===== config.mk =====
export PLATFORM = sky130hd
export DESIGN_NAME = byte_striping_nlane_flat
export DESIGN_NICKNAME = d
export VERILOG_FILES = /design/src/rtl/byte_striping_nlane_pkg.sv /design/src/rtl/byte_striping_nlane_if.sv /design/src/rtl/byte_striping_nlane_rr_lane_pointer.sv /design/src/rtl/byte_striping_nlane.sv /design/src/flat_wrapper.sv
export SDC_FILE = /design/constraint.sdc
export NUM_CORES = 1
export LEC_CHECK = 0
export BUFFER_PORTS_ARGS = -buffer_cell sky130_fd_sc_hd__buf_2
export CAP_MARGIN = 30
export CORE_MARGIN = 8
export CORE_UTILIZATION = 31
export DETAILED_ROUTE_END_ITERATION = 16
export MAX_ROUTING_LAYER = met4
export SLEW_MARGIN = 10
export SYNTH_ARGS = -nofsm -noshare
export SYNTH_HDL_FRONTEND = slang
export SYNTH_HIERARCHICAL = 1
export SYNTH_SLANG_ARGS = --single-unit

===== constraint.sdc =====
create_clock -name clk_2f -period 8.71 [get_ports clk_2f]
set_input_delay 2.613 -clock clk_2f [delete_from_list [all_inputs] [get_ports clk_2f]]
set_output_delay 2.613 -clock clk_2f [all_outputs]
set_load 0.03 [all_outputs]

===== src/rtl/byte_striping_nlane_pkg.sv =====
// Shared defaults and width helpers for the N-lane byte striper and its pointer sub-block.
package byte_striping_nlane_pkg;

  localparam int unsigned DEF_DATA_W    = 32;
  localparam int unsigned DEF_NUM_LANES = 4;

  // Pointer width for a lane count; a single-lane build still gets a 1-bit pointer.
  function automatic int unsigned ptr_width(input int unsigned num_lanes);
    return (num_lanes > 1) ? $clog2(num_lanes) : 1;
  endfunction

endpackage


===== src/rtl/byte_striping_nlane_if.sv =====
// Word-stream input and striped-lane output bundle of the N-lane byte striper.
interface byte_striping_nlane_if #(
  parameter int unsigned DATA_W    = byte_striping_nlane_pkg::DEF_DATA_W,
  parameter int unsigned NUM_LANES = byte_striping_nlane_pkg::DEF_NUM_LANES
);
  import byte_striping_nlane_pkg::*;

  localparam int unsigned PTR_W = ptr_width(NUM_LANES);
  localparam int unsigned CNT_W = PTR_W + 1;

  logic                          valid_in;
  logic [DATA_W-1:0]             data_in;
  logic [CNT_W-1:0]              active_lanes;
  logic                          flush;
  logic [NUM_LANES*DATA_W-1:0]   lane_data;
  logic [NUM_LANES-1:0]          lane_valid;
  logic [PTR_W-1:0]              lane_sel;
  logic                          frame_done;
  logic                          cfg_err;

  modport master (
    output valid_in, data_in, active_lanes, flush,
    input  lane_data, lane_valid, lane_sel, frame_done, cfg_err
  );

  modport slave (
    input  valid_in, data_in, active_lanes, flush,
    output lane_data, lane_valid, lane_sel, frame_done, cfg_err
  );

endinterface


===== src/rtl/byte_striping_nlane_rr_lane_pointer.sv =====
// Round-robin lane pointer: owns the pointer, the latched active lane count,
// the group-boundary config latch, flush and the sticky config error.
module rr_lane_pointer
  import byte_striping_nlane_pkg::*;
#(
  parameter  int unsigned NUM_LANES = DEF_NUM_LANES,
  localparam int unsigned PTR_W     = ptr_width(NUM_LANES),
  localparam int unsigned CNT_W     = PTR_W + 1
) (
  input  logic             clk_i,
  input  logic             rst_i,
  input  logic             valid_i,
  input  logic             flush_i,
  input  logic [CNT_W-1:0] active_lanes_i,
  output logic [PTR_W-1:0] ptr_o,
  output logic             last_lane_c_o,
  output logic             cfg_err_o
);

  logic [PTR_W-1:0] ptr_q, ptr_d;
  logic [CNT_W-1:0] act_q, act_d;
  logic [CNT_W-1:0] act_eff_c;
  logic             cfg_err_q, cfg_err_d;
  logic             at_start_c;
  logic             cfg_ok_c;
  logic             last_c;

  // A new lane count takes effect for the group that starts on this edge.
  always_comb begin
    act_d      = act_q;
    act_eff_c  = act_q;
    cfg_err_d  = cfg_err_q;
    at_start_c = (ptr_q == '0);
    cfg_ok_c   = (active_lanes_i != '0) && (active_lanes_i <= CNT_W'(NUM_LANES));

    if (at_start_c) begin
      if (cfg_ok_c) begin
        act_d     = active_lanes_i;
        act_eff_c = active_lanes_i;
      end else begin
        cfg_err_d = 1'b1;
      end
    end

    last_c = ({1'b0, ptr_q} == (act_eff_c - CNT_W'(1)));

    ptr_d = ptr_q;
    if (valid_i) begin
      ptr_d = last_c ? '0 : (ptr_q + PTR_W'(1));
    end
    if (flush_i) begin
      ptr_d = '0;
    end
  end

  always_ff @(posedge clk_i or posedge rst_i) begin
    if (rst_i) begin
      ptr_q     <= '0;
      act_q     <= CNT_W'(NUM_LANES);
      cfg_err_q <= 1'b0;
    end else begin
      ptr_q     <= ptr_d;
      act_q     <= act_d;
      cfg_err_q <= cfg_err_d;
    end
  end

  assign ptr_o         = ptr_q;
  assign last_lane_c_o = last_c;
  assign cfg_err_o     = cfg_err_q;

endmodule


===== src/rtl/byte_striping_nlane.sv =====
// N-lane byte striper: deals a valid-qualified word stream round-robin over
// the active lanes with one cycle of latency; unwritten lanes hold their value.
module byte_striping_nlane
  import byte_striping_nlane_pkg::*;
#(
  parameter  int unsigned DATA_W    = DEF_DATA_W,
  parameter  int unsigned NUM_LANES = DEF_NUM_LANES,
  localparam int unsigned PTR_W     = ptr_width(NUM_LANES)
) (
  input  logic                clk_2f,
  input  logic                reset,
  byte_striping_nlane_if.slave bus
);

  logic [PTR_W-1:0]            ptr;
  logic                        last_c;
  logic [NUM_LANES-1:0]        lane_valid_d, lane_valid_q;
  logic                        frame_done_d, frame_done_q;
  logic [NUM_LANES*DATA_W-1:0] lane_data_flat;

  rr_lane_pointer #(
    .NUM_LANES (NUM_LANES)
  ) u_ptr (
    .clk_i          (clk_2f),
    .rst_i          (reset),
    .valid_i        (bus.valid_in),
    .flush_i        (bus.flush),
    .active_lanes_i (bus.active_lanes),
    .ptr_o          (ptr),
    .last_lane_c_o  (last_c),
    .cfg_err_o      (bus.cfg_err)
  );

  // One holding register per lane, written only when the pointer selects it.
  for (genvar i = 0; i < NUM_LANES; i++) begin : g_lane
    logic [DATA_W-1:0] data_q, data_d;
    logic              wr_c;

    always_comb begin
      wr_c   = bus.valid_in && (ptr == PTR_W'(i));
      data_d = data_q;
      if (wr_c) begin
        data_d = bus.data_in;
      end
    end

    always_ff @(posedge clk_2f or posedge reset) begin
      if (reset) begin
        data_q <= '0;
      end else begin
        data_q <= data_d;
      end
    end

    assign lane_data_flat[i*DATA_W +: DATA_W] = data_q;
    assign lane_valid_d[i]                    = wr_c;
  end

  always_comb begin
    frame_done_d = bus.valid_in && last_c;
  end

  always_ff @(posedge clk_2f or posedge reset) begin
    if (reset) begin
      lane_valid_q <= '0;
      frame_done_q <= 1'b0;
    end else begin
      lane_valid_q <= lane_valid_d;
      frame_done_q <= frame_done_d;
    end
  end

  assign bus.lane_data  = lane_data_flat;
  assign bus.lane_valid = lane_valid_q;
  assign bus.lane_sel   = ptr;
  assign bus.frame_done = frame_done_q;

endmodule

===== src/flat_wrapper.sv =====
// flat-port wrapper written by rule: the top's interface ports become plain ports
module byte_striping_nlane_flat import byte_striping_nlane_pkg::*;
#(
  parameter  int unsigned DATA_W    = DEF_DATA_W,
  parameter  int unsigned NUM_LANES = DEF_NUM_LANES,
  localparam int unsigned PTR_W     = ptr_width(NUM_LANES)
)
  (clk_2f, reset, bus_valid_in, bus_data_in, bus_active_lanes, bus_flush, bus_lane_data, bus_lane_valid, bus_lane_sel, bus_frame_done, bus_cfg_err);
  byte_striping_nlane_if #(.DATA_W(DATA_W), .NUM_LANES(NUM_LANES)) bus_i ();
  input  logic clk_2f;
  input  logic reset;
  input wire logic [$bits(bus_i.valid_in)-1:0] bus_valid_in;
  input wire logic [$bits(bus_i.data_in)-1:0] bus_data_in;
  input wire logic [$bits(bus_i.active_lanes)-1:0] bus_active_lanes;
  input wire logic [$bits(bus_i.flush)-1:0] bus_flush;
  output wire logic [$bits(bus_i.lane_data)-1:0] bus_lane_data;
  output wire logic [$bits(bus_i.lane_valid)-1:0] bus_lane_valid;
  output wire logic [$bits(bus_i.lane_sel)-1:0] bus_lane_sel;
  output wire logic [$bits(bus_i.frame_done)-1:0] bus_frame_done;
  output wire logic [$bits(bus_i.cfg_err)-1:0] bus_cfg_err;
  assign bus_i.valid_in = bus_valid_in;
  assign bus_i.data_in = bus_data_in;
  assign bus_i.active_lanes = bus_active_lanes;
  assign bus_i.flush = bus_flush;
  assign bus_lane_data = bus_i.lane_data;
  assign bus_lane_valid = bus_i.lane_valid;
  assign bus_lane_sel = bus_i.lane_sel;
  assign bus_frame_done = bus_i.frame_done;
  assign bus_cfg_err = bus_i.cfg_err;
  byte_striping_nlane #(.DATA_W(DATA_W), .NUM_LANES(NUM_LANES)) u_core (.clk_2f(clk_2f), .reset(reset), .bus(bus_i));
endmodule

# After elaboration in Yosys (flattened, before gate mapping)
# Index checks and enable logic that the tools add are counted.
op_classes:
  div: 0
  addsub: 2
  shift: 0
  magnitude_cmp: 1
  reduce_logical: 10
  bitwise: 1
  n_eq_ne: 4
  n_mul: 0
  muxes: 5
op_table:
  columns: ["cell", "count"]
  rows:
  - ["1-bit logical AND", 6]
  - ["2-bit 2-to-1 mux", 3]
  - ["3-bit 2-to-1 mux", 2]
  - ["2-bit == test (second input constant)", 2]
  - ["2-bit by 3-bit == test with 1-bit output", 1]
  - ["3-bit less-or-equal comparator (second input constant)", 1]
  - ["3-bit nonzero test", 1]
  - ["3-bit by 1-bit subtractor with 3-bit output (second input constant)", 1]
  - ["2-bit by 1-bit adder with 2-bit output (second input constant)", 1]
  - ["2-bit by 1-bit == test with 1-bit output (second input constant)", 1]
  - ["2-bit zero test", 1]
  - ["2-bit AND reduction", 1]
  - ["2-bit nonzero test", 1]
  - ["1-bit NOT", 1]
word_totals:
  input_bits: 39
  rom_bits: 0
  ff_bits: 139
  elab_cells: 32
  out_inout_bits: 136
  ram_bits: 0
  latchBits: 0
  n_memories: 0

# Depth between registers and ports, before layout
# Gate-level depths: netlist (run 1).
logic_depth:
  depth_word: 9
  mapped_depth: 10
  ltp_nobuf: 10

# Cells and area by module
# Netlist (run 1), hierarchy kept.
by_module_without_submodules:
  columns: ["mod", "cells_per_inst", "seq_area_each_um2", "area_each_um2", "n_inst"]
  rows:
  - ["byte_striping_nlane", 282, 3328.2, 4897.2, 1]
  - ["rr_lane_pointer", 41, 151.4, 401.6, 1]

# Least setup slack after synthesis (run 1)
# No wires, ideal clock.
synth_path:
  kind: "input to register"
  from: "input port bus_active_lanes[2]"
  to: "register u_core.u_ptr.ptr_q[0] (netlist: u_core/u_ptr/ptr_o[0])"
  slack_ns: 4.500
  setup_ns: 0.132
  t_required_ns: 8.578
  n_path_buf: 1
  stages: 7
  arrival_ns: 4.078
  path_cell_list: "buf_6 nand2b_4 a221o_2 ha_1 xnor2_1 o311ai_1 a21oi_1"
synth_via:
  elab_chain_len: 9
synth_lines:
  columns: ["item", "line_no", "source"]
  rows:
  - ["start: declaration", "flat_wrapper.sv:14", "input wire logic [$bits(bus_i.active_lanes)-1:0] bus_active_lanes;"]
  - ["3-bit less-or-equal comparator or 3-bit nonzero test (tied branches)", "byte_striping_nlane_rr_lane_pointer.sv:34", "cfg_ok_c = (active_lanes_i != '0) && (active_lanes_i <= CNT_W'(NUM_LANES));"]
  - ["1-bit logical AND", "byte_striping_nlane_rr_lane_pointer.sv:34", null]
  - ["3-bit 2-to-1 mux (*) (2 in series)", null, null]
  - ["3-bit by 1-bit subtractor with 3-bit output (*)", "byte_striping_nlane_rr_lane_pointer.sv:45", "last_c = ({1'b0, ptr_q} == (act_eff_c - CNT_W'(1)));"]
  - ["2-bit by 3-bit == test with 1-bit output (*)", "byte_striping_nlane_rr_lane_pointer.sv:45", null]
  - ["2-bit 2-to-1 mux (*)", "byte_striping_nlane_rr_lane_pointer.sv:49", "ptr_d = last_c ? '0 : (ptr_q + PTR_W'(1));"]
  - ["2-bit 2-to-1 mux (*)", "byte_striping_nlane_rr_lane_pointer.sv:48", "if (valid_i) begin"]
  - ["2-bit 2-to-1 mux (*)", "byte_striping_nlane_rr_lane_pointer.sv:51", "if (flush_i) begin"]
  - ["end signal: assignment", "byte_striping_nlane_rr_lane_pointer.sv:62", "ptr_q <= ptr_d;"]
  - ["end: declaration", "byte_striping_nlane_rr_lane_pointer.sv:20", "logic [PTR_W-1:0] ptr_q, ptr_d;"]
# Every way passes the cells marked *; elsewhere a longest branch is shown, timed or not. The select of a mux whose other input is x is not followed.
# A chain may end at the register's enable or synchronous reset.

# Worst setup path after layout (run 1)
layout_path:
  from: "input port bus_valid_in"
  to: "register u_core.g_lane[0].data_q[22]"
layout_via:
  elab_chain_len: 1
layout_lines:
  columns: ["item", "line_no", "source"]
  rows:
  - ["start: declaration", "flat_wrapper.sv:12", "input wire logic [$bits(bus_i.valid_in)-1:0] bus_valid_in;"]
  - ["1-bit logical AND", "byte_striping_nlane.sv:40", "wr_c = bus.valid_in && (ptr == PTR_W'(i));"]
  - ["end signal: assignment", "byte_striping_nlane.sv:51", "data_q <= data_d;"]
  - ["end: declaration", "byte_striping_nlane.sv:36", "logic [DATA_W-1:0] data_q, data_d;"]
# Every way passes these cells.

==> results of run 1 <==
## worst max path at each step
stage	startpoint	end	slack (ns)
global placement	bus_valid_in	u_core/g_lane[2].data_q[25]	4.15
global route	bus_valid_in	u_core/g_lane[0].data_q[25]	4.51
detailed placement	bus_valid_in	u_core/g_lane[0].data_q[23]	4.22
finish	bus_valid_in	u_core/g_lane[0].data_q[22]	4.66
floorplan	reset	u_core/bus.frame_done	2.54
CTS	bus_valid_in	u_core/g_lane[0].data_q[25]	4.66
## metal layers
layer,GRT usage,vias to the layer above
li1,-,1505
met1,0.147,1637
met2,0.210,94
met3,0.0452,7
met4,0.0397,0
met5,-,-
## report_power, final
part	leakage (nW)	switching [mW]	internal, mW	total [mW]
Combinational	1.55	0.727	0.370	1.10
Clock	0.298	0.274	0.452	0.725
Sequential	1.71	0.119	0.888	1.01
## critical path, cell delays in order
cell and delay, ns:
buf_2 0.17, nor3b_4 0.77, buf_4 0.39, mux2_2 0.37
## through the flow
step                 util  total power, mW  hold slack [ns]  cell area (um^2)
global placement    0.377             2.10            0.446              6410
finish              0.416             2.83            0.455              7070
global route        0.416             2.98            0.486              7070
detailed placement  0.379             2.13            0.449              6440
CTS                 0.415             2.88            0.465              7050
floorplan               -             1.76            0.452              5300
## state kept, by name (all words and copies together) (netlist names)
register                count
u_core/u_ptr/cfg_err_o      1
u_core/u_ptr/ptr_o          2
u_core/bus.frame_done       1
u_core/g_lane.data_q      128
u_core/u_ptr/act_q          3
u_core/bus.lane_valid       4
## layout make-up
class,instances,area [um^2],share of cell area
Clock inverter,14,171,0.0242
Inverter,11,43.8,0.00619
Multi-Input combinational cell,160,1700,0.241
Timing Repair Buffer,181,963,0.136
Sequential cell,139,3480,0.492
Clock buffer,18,429,0.0607
Tap cell,225,282,0.0398
## Yosys cell counts (all sizes together)
| cell | number | share of area |
|---|---|---|
| dfrtp | 138 | 0.65 |
| and2 | 1 | 0.0012 |
| xor2 | 3 | 0.0050 |
| nor3b | 1 | 0.0035 |
| nor2 | 2 | 0.0014 |
| inv | 11 | 0.0078 |
| nand3b | 3 | 0.0042 |
| nand2b | 1 | 0.0026 |
| nor3 | 1 | 0.00094 |
| a22oi | 1 | 0.0024 |
| a221o | 1 | 0.0021 |
| dfstp | 1 | 0.0050 |
| nand3 | 1 | 0.00094 |
| o32ai | 1 | 0.0017 |
| a21oi | 1 | 0.00094 |
| buf | 13 | 0.015 |
| o311ai | 1 | 0.0017 |
| o21ai | 1 | 0.00094 |
| ha | 2 | 0.0047 |
| and2b | 2 | 0.0031 |
| or2b | 1 | 0.0014 |
| mux2 | 128 | 0.27 |
| xnor2 | 3 | 0.0050 |
| nand2 | 3 | 0.0021 |
| a21o | 2 | 0.0028 |
## cell families (layout without fill, tap and decap cells)
family | after synthesis | after routing
adder cells (fa/ha/maj) | 2 | 2
AND/OR/NAND/NOR | 16 | 16
buffers and inverters | 24 | 224
multiplexers | 128 | 128
flip-flops | 139 | 139
AO/OA/AOI/OAI | 8 | 8
XOR/XNOR | 6 | 6
==> results.toml, run 1 <==
[cells_and_area]
final_cell_mix = "buf_2, dfrtp_1, mux2_2"
syn_to_final_growth_pct = 33.5
layout_commonest_cell = "buf_2"
nFillCells = 1612
fin_cells = 748
finalNetCount = 551
drive_gt1_frac = 0.663
antenna_cells = 0

[timing]
fin_setup_tns_ns = 0
tightest_slew_ns = 0.923
finalHoldViolations = 0
drv_slew = 0
fmax_ghz = 0.247
slew_headroom = 0.383
fin_crit_sh = 0.465
fin_ws_ns = 4.66
rsz0062_at_grt = "false"
period_needed_ns = 4.05
finalSetupViolCount = 0
fin_worst_skew_ns = 0.00615

[clocking]
worstSkewPairLatency_ns = 0.40
clkTransAtPathRegs_ns = 0.06
cts_resized = 0
cts_max_path_buffers = 2
cts_root_buffer = "clkbuf_16"
cts.hold.buffers_added = 0
cts_tree = "built"
cts_made_buffers = 17
post_cts_buffers = 0
htreeDepth = 4
cts.sinks = 139

[power]
p_leak_nw = 3.55
ir_drop_mv = 0.191
cellPowerDensity_nw_per_um2 = 400

[detailed_routing]
num_vias = 3243
met3_wirelength_um = 810
drc = 0
routed_wl_um = 13100
firstDrtPassIters = 3
route.layer.met1.wl_um = 5500
drt-wirelength-per-cell_um = 17.5
wl_met2_um = 6650
vias_per_cell = 4.34
detail_route.iter0.violations = 67
ant_nets = 0
top_layer = "met4"

[synthesis]
yosys.area_share.simple = 0.0215
ys_seq_area_frac = 0.657
yosys.area_share.adder = 0.00472
yosysWarnings = 6
synth_compound_area_frac = 0.0125
synth.cell_area_um2 = 5300
muxShareOfSynthArea = 0.272
synth_xor_area_frac = 0.00992
synth.distinct_cells = 29
synthCells = 323
avgSynthCellArea_um2 = 16.4
ys_ff_latch = 139
synth_nets = 364
synth_top_family_by_area = "multiplexers"

[hold_path]
min_path_cells = 1
hold_end = "u_core/u_ptr/cfg_err_o"
hold_path.class = "reg2reg"
hold_start = "u_core/u_ptr/cfg_err_o"

[floorplan]
ioPinCount = 175
die_w_um = 147
die_h_um = 147
die-area_um2 = 21500
initial_core_util = 0.312
num_rows = 48
fp.coreArea_um2 = 17000

[placed_design]
hpwlAfterDp_um = 9680
io_buffers = 174
placed_cells = 715
gp_congestion = 0.730
place_ws_ns = 4.22

[critical_path]
r2r_slack_ns = 6.18
cp.arrival_ns = 4.34
r2r_end = "u_core/u_ptr/ptr_o[1]"
endpoint_kind = "flop"
required_ns = 9.00
r2r-start = "u_core/u_ptr/ptr_o[0]"
cp-start-kind = "primary input"
crit_path_max_fanout = 17
worstRegToRegCells = 8
crit_type = "in2reg"

[global_routing]
grt_pass1_wl_um = 21200
grt_max_degree = 76
grt-ovfl-total = 0
track_usage = 0.129
grt_pass1_vias = 3755
antenna_found_initial = 0

[status]
status = "complete, no violations"

[job]
drv_cap = 0
Power figures use the tool's default switching activity.
==> run 2: changes to the inputs <==
--- a/config.mk
+++ b/config.mk
@@ -5,6 +5,7 @@
 export SDC_FILE = /design/constraint.sdc
 export NUM_CORES = 1
 export LEC_CHECK = 0
+export ABC_AREA = 1
 export BUFFER_PORTS_ARGS = -buffer_cell sky130_fd_sc_hd__buf_2
 export CAP_MARGIN = 30
 export CORE_MARGIN = 8
==> constraint.sdc (replaced) <==
create_clock -name clk_2f -period 3.5 [get_ports clk_2f]
set_input_delay 1.05 -clock clk_2f [delete_from_list [all_inputs] [get_ports clk_2f]]
set_output_delay 1.05 -clock clk_2f [all_outputs]
set_load 0.03 [all_outputs]
==> run 2 against run 1 <==
Effect of this change:
- area after synthesis rose by 8.4%
- worst hold slack improved by 0.0072 ns
- die area rose by 7.5%
- largest cell class unchanged
- total power rose to 2.7 times the previous value
- clock power rose to 2.7 times the previous value
- sequential share of layout area fell by 2.6 points
- largest power group unchanged
- register-to-register slack got worse by 5.2 ns
- final area rose by 5.7%
- sequential power rose to 2.6 times the previous value
- critical endpoint is now u_core/g_lane[2].data_q[1]
- critical path depth rose by 2
- flip-flop and latch count did not move
==> results.toml, run 2 <==
[clocking]
cts_root_buffer = "clkbuf_16"
clkTransAtPathRegs_ns = 0.06
cts_resized = 0
cts_made_buffers = 17
cts_tree = "built"
cts.sinks = 139
worstSkewPairLatency_ns = 0.41
post_cts_buffers = 0
htreeDepth = 4
cts_max_path_buffers = 2
cts.hold.buffers_added = 0

[cells_and_area]
final_core_util = 0.413
largest_register_ffs = 128
multi_input_area_um2 = 1980
layout_commonest_cell = "nand2_1"
largest_register = "u_core/g_lane.data_q"
stdcell_area_um2 = 7470
drive_gt1_frac = 0.298
finalNetCount = 834
seqCellArea_um2 = 3480
nFillCells = 1801
final_cell_mix = "nand2_1, buf_2, dfrtp_1"
syn_to_final_growth_pct = 30.1

[critical_path]
cpPeakStageDelay_ns = 0.57
cp-startpoint = "u_core/u_ptr/ptr_o[0]"
worstRegToRegCells = 6
crit_buf_inv = 3
cp.arrival_ns = 2.83
endpoint_kind = "flop"
crit_family = "buffers and inverters"
endpoint = "u_core/g_lane[2].data_q[1]"
crit_path_max_fanout = 33
r2r_end = "u_core/g_lane[2].data_q[1]"
path_depth = 6
r2r_slack_ns = 0.97
r2r-start = "u_core/u_ptr/ptr_o[0]"
slowest_stage = "dfrtp_2"
crit_path_cell_trace = "buf_4 -> inv_2 -> nand3_1 -> buf_4 -> nand2_1 -> nand2_1"
crit_type = "reg2reg"
cp-start-kind = "flop"
required_ns = 3.80

[detailed_routing]
firstDrtPassIters = 5
drc = 0
drt-wirelength-per-cell_um = 18.2
num_vias = 5012
routed_wl_um = 18800
ant_nets = 0
detail_route.iter0.violations = 323
vias_per_cell = 4.84

[job]
drv_cap = 0

[synthesis]
ys.flop_type = "dfrtp_1"
synth_area_leaders = "dfrtp_1, nand2_1, nand4_1, nand3_1, buf_2"
yosys.area.top_type_share = 0.601
ys_seq_area_frac = 0.606
synthCells = 634
yosysWarnings = 6
synth_edf_count = 0
synth_top_area_cell = "dfrtp_1"
synth-async-reset-ratio = 1.00
ys_ff_latch = 139
synth_nets = 675
yosysMostFrequentCell = "nand2_1"
synth.distinct_cells = 21
netlist_top_cells_count = "nand2_1, dfrtp_1, nand4_1"
avgSynthCellArea_um2 = 9.06
synth.cell_area_um2 = 5750

[timing]
whs_ns = 0.463
fmax_ghz = 0.395
slew_headroom = 0.586
fin_crit_sh = 0.724
finalSetupViolCount = 0
drv_slew = 0
rsz0062_at_grt = "false"
period_needed_ns = 2.53
tightest_slew_ns = 0.619
fin_setup_tns_ns = 0
fin_worst_skew_ns = 0.00460
finalHoldViolations = 0

[global_routing]
track_usage = 0.170
antenna_found_initial = 1
grt_pass1_vias = 5198
grt_max_degree = 74
grt_pass1_wl_um = 30300
grt-ovfl-total = 0

[power]
cellPowerDensity_nw_per_um2 = 1030
p_clk_frac = 0.254
total_power_mw = 7.67
sw_frac_of_total = 0.441
ir_drop_mv = 0.426
p_leak_nw = 4.22
seq_power_share = 0.345
p_switching_mw = 3.38
pwr-share-comb = 0.402
intPower_mw = 4.29

[floorplan]
die_w_um = 152
ioPinCount = 175
die-area_um2 = 23100
initial_core_util = 0.318
fp.coreArea_um2 = 18100
die_h_um = 152
num_rows = 49

[status]
status = "complete, no violations"

[placed_design]
post_dp_cell_area_um2 = 6830
io_buffers = 174
hpwlAfterDp_um = 12800
gp_congestion = 0.769

[hold_path]
hold_path.class = "reg2reg"
-- run 2: cell types whose count changed after synthesis, sizes merged, moves of 3 or more --
cell / delta
xnor2: -3
nand3: +41
nand2: +274
nand4: +96
inv: +8
mux2: -128
buf: +21
clkbuf: +16
nand3b: -3
-- run 2: cell families after synthesis --
kind of cell | Yosys count | share of synthesized area
XOR/XNOR | 1 | 0.00152
AND/OR/NAND/NOR | 420 | 0.332
AO/OA/AOI/OAI | 3 | 0.00392
adder cells (fa/ha/maj) | 2 | 0.00435
buffers and inverters | 69 | 0.0529
flip-flops | 139 | 0.606
-- run 2: how the worst min path moves through the flow --
stage	depth (start not counted)	slack [ns]	end	startpoint
after global routing	2	0.48	u_core/g_lane[2].data_q[21]	u_core/g_lane[2].data_q[21]
after global placement	2	0.45	u_core/g_lane[0].data_q[4]	u_core/g_lane[0].data_q[4]
after detailed placement	2	0.45	u_core/g_lane[2].data_q[21]	u_core/g_lane[2].data_q[21]
final	2	0.46	u_core/g_lane[0].data_q[16]	u_core/g_lane[0].data_q[16]
after CTS	2	0.47	u_core/g_lane[0].data_q[10]	u_core/g_lane[0].data_q[10]
after floorplan	2	0.46	u_core/u_ptr/act_q[2]	u_core/u_ptr/act_q[2]
-- run 2: worst min-delay path: cells and delay by family (launching register included) --
kind,cells,cell delay [ns]
flops,1,0.33
simple gates,2,0.10
-- run 2: cell type report --
cell class                      instances  area share
Antenna cell                            1    0.000335
Sequential cell                       139       0.466
Clock inverter                         11      0.0221
Multi-Input combinational cell        426       0.264
Inverter                               19      0.0100
Clock buffer                           21      0.0643
Tap cell                              229      0.0383
Timing Repair Buffer                  190       0.135
-- run 2: power groups by stage --
stage | registers (mW) | clock network (mW) | logic (mW)
6_report | 2.64 | 1.94 | 3.08
3_3_place_gp | 2.66 | 0 | 3.09
5_1_grt | 2.73 | 2.07 | 3.34
2_1_floorplan | 3.81 | 0 | 0.870
3_5_place_dp | 2.66 | 0 | 3.13
4_1_cts | 2.65 | 2.00 | 3.13
-- run 2: per-layer routing --
metal,global-route usage,vias to the layer above,routed length [um]
li1,-,2423,-
met1,0.218,2398,8580
met2,0.261,173,8930
met3,0.0408,18,1090
met4,0.0538,0,210
met5,-,-,0
-- run 2: per-stage QoR --
step | instances | setup WS, ns
after detailed placement | 1003 | 0.843
final | 1036 | 0.967
after global placement | 1003 | 0.899
after floorplan | 634 | 0.799
after CTS | 1035 | 0.908
after global routing | 1036 | 0.748
==> run 3: changes to the inputs <==
--- a/config.mk
+++ b/config.mk
@@ -5,7 +5,7 @@
 export SDC_FILE = /design/constraint.sdc
 export NUM_CORES = 1
 export LEC_CHECK = 0
-export ABC_AREA = 1
+export ABC_AREA = 0
 export BUFFER_PORTS_ARGS = -buffer_cell sky130_fd_sc_hd__buf_2
 export CAP_MARGIN = 30
 export CORE_MARGIN = 8
==> constraint.sdc (replaced) <==
create_clock -name clk_2f -period 2.1 [get_ports clk_2f]
set_input_delay 0.63 -clock clk_2f [delete_from_list [all_inputs] [get_ports clk_2f]]
set_output_delay 0.63 -clock clk_2f [all_outputs]
set_load 0.03 [all_outputs]
==> run 3 against run 2 <==
Effect of this change:
- sequential power up 59%
- flip-flop and latch count unchanged
- cell count down 27%
- final area down 3.9%
- core utilization up 0.93 points
- non-clock buffer count unchanged
- maximum frequency up 26%
- wire length down 29%
- largest power group unchanged
- setup slack worse by 0.88 ns
- critical path type unchanged
- clock skew up 0.0027 ns
==> results.toml, run 3 (synthesized netlist as in run 1, its figures left out) <==
[clocking]
cts_made_buffers = 17
cts.sinks = 139
clkTransAtPathRegs_ns = 0.06
cts_root_buffer = "clkbuf_16"
cts_tree = "built"
worstSkewPairLatency_ns = 0.40
htreeDepth = 4
cts_max_path_buffers = 2
cts.hold.buffers_added = 0

[power]
p_leak_nw = 3.57
sw_frac_of_total = 0.397
pwr-share-comb = 0.394
seq_power_share = 0.358
p_clk_frac = 0.248
p_switching_mw = 4.66
ir_drop_mv = 0.799
intPower_mw = 7.08
cellPowerDensity_nw_per_um2 = 1630

[detailed_routing]
firstDrtPassIters = 4
ant_nets = 0
drc = 0
drt-wirelength-per-cell_um = 17.7
num_vias = 3386
vias_per_cell = 4.48
routed_wl_um = 13400
detail_route.iter0.violations = 86

[timing]
rsz0062_at_grt = "false"
period_needed_ns = 2.01
finalHoldViolations = 0
whs_ns = 0.172
fmax_ghz = 0.498
finalSetupViolCount = 0
drv_slew = 0
tightest_slew_ns = 0.370
fin_crit_sh = 0.956
fin_ws_ns = 0.0920
fin_worst_skew_ns = 0.00728
slew_headroom = 0.753

[critical_path]
crit_type = "reg2reg"
required_ns = 2.38
endpoint_kind = "flop"
crit_path_max_fanout = 6
cp.arrival_ns = 2.29
cp-start-kind = "flop"

[cells_and_area]
drive_gt1_frac = 0.681
finalNetCount = 560
layout_commonest_cell = "buf_2"
largest_register_ffs = 128
largest_register = "u_core/g_lane.data_q"
syn_to_final_growth_pct = 35.6
antenna_cells = 0
final_cell_mix = "buf_2, dfrtp_1, mux2_2"

[floorplan]
initial_core_util = 0.312
die-area_um2 = 21500
ioPinCount = 175
num_rows = 48
fp.coreArea_um2 = 17000
die_w_um = 147
die_h_um = 147

[status]
status = "complete, no violations"

[global_routing]
grt_max_degree = 68
antenna_found_initial = 0
grt_pass1_wl_um = 21600
track_usage = 0.131
grt-ovfl-total = 0
grt_pass1_vias = 3932

[placed_design]
io_buffers = 174
place_ws_ns = -0.153
hpwlAfterDp_um = 9700
gp_congestion = 0.767

[hold_path]
hold_path.class = "in2async"

[job]
drv_cap = 0
[run 3: cell types whose count changed in the layout (fill, tap and decap cells not counted), sizes merged, moves of 6 or more]
| cell | previous run | this run |
|---|---|---|
| nand2 | 277 | 3 |
| mux2 | 0 | 128 |
| nand4 | 96 | 0 |
| nand3 | 42 | 1 |
| inv | 18 | 12 |
[run 3: final timing paths]
path                                              from                         end  slack (ns)  cells after the start
worst max-delay path             u_core/u_ptr/ptr_o[0]       u_core/u_ptr/ptr_o[0]        0.09                      8
worst min-delay path                             reset       u_core/u_ptr/act_q[1]        0.17                      2
worst max register to register   u_core/u_ptr/ptr_o[0]       u_core/u_ptr/ptr_o[0]        0.09                      8
worst min register to register  u_core/u_ptr/cfg_err_o      u_core/u_ptr/cfg_err_o        0.45                      1
max in group asynchronous                        reset  u_core/g_lane[2].data_q[7]        1.43                      3
min in group clk_2f                          bus_flush       u_core/u_ptr/ptr_o[0]        0.41                      2
[run 3: critical path: stages, from the launching register on]
cell and delay, ns:
dfrtp_2 0.41, inv_2 0.09, ha_4 0.18, nand2b_4 0.06
a221o_2 0.42, ha_4 0.17, xnor2_1 0.15, o311ai_1 0.29
a21oi_1 0.11
[run 3: area by class of cell]
cell class	count	area (um^2)
multi-input combinational	160	1730
clock buffer	20	457
sequential	139	3480
clock inverter	10	118
timing repair buffer	190	1070
inverter	11	45.0
fill	1591	9810
tap	225	282
[run 3: timing repair]
action	in CTS	in global routing
resized for setup	0	2
setup buffers	0	0
setup endpoints to repair	0	3
[run 3: power by group through the flow]
stage	clock network [mW]	registers [mW]	logic (mW)
finish	2.91	4.20	4.62
global route	3.09	4.33	4.88
CTS	3.01	4.22	4.69
detailed placement	0	4.25	4.69
global placement	0	4.20	4.62
floorplan	0	6.20	1.14
[run 3: metrics by stage]
stage               TNS [ns]  utilization  std cells  area (um^2)  power [mW]
CTS                        0        0.422        755         7180        11.9
floorplan             -24.11            -        323         5330        7.34
global placement     -0.0224        0.389        725         6600        8.81
finish                     0        0.423        755         7180        11.7
global route               0        0.423        755         7180        12.3
detailed placement    -0.394        0.389        725         6600        8.94
[run 3: metal layers]
layer | part of all wire | routed length, um | global-route usage | vias up
li1 | - | - | - | 1531
met1 | 0.42 | 5640 | 0.147 | 1744
met2 | 0.50 | 6750 | 0.215 | 104
met3 | 0.064 | 859 | 0.0461 | 7
met4 | 0.0096 | 129 | 0.0438 | 0
met5 | 0 | 0 | - | -
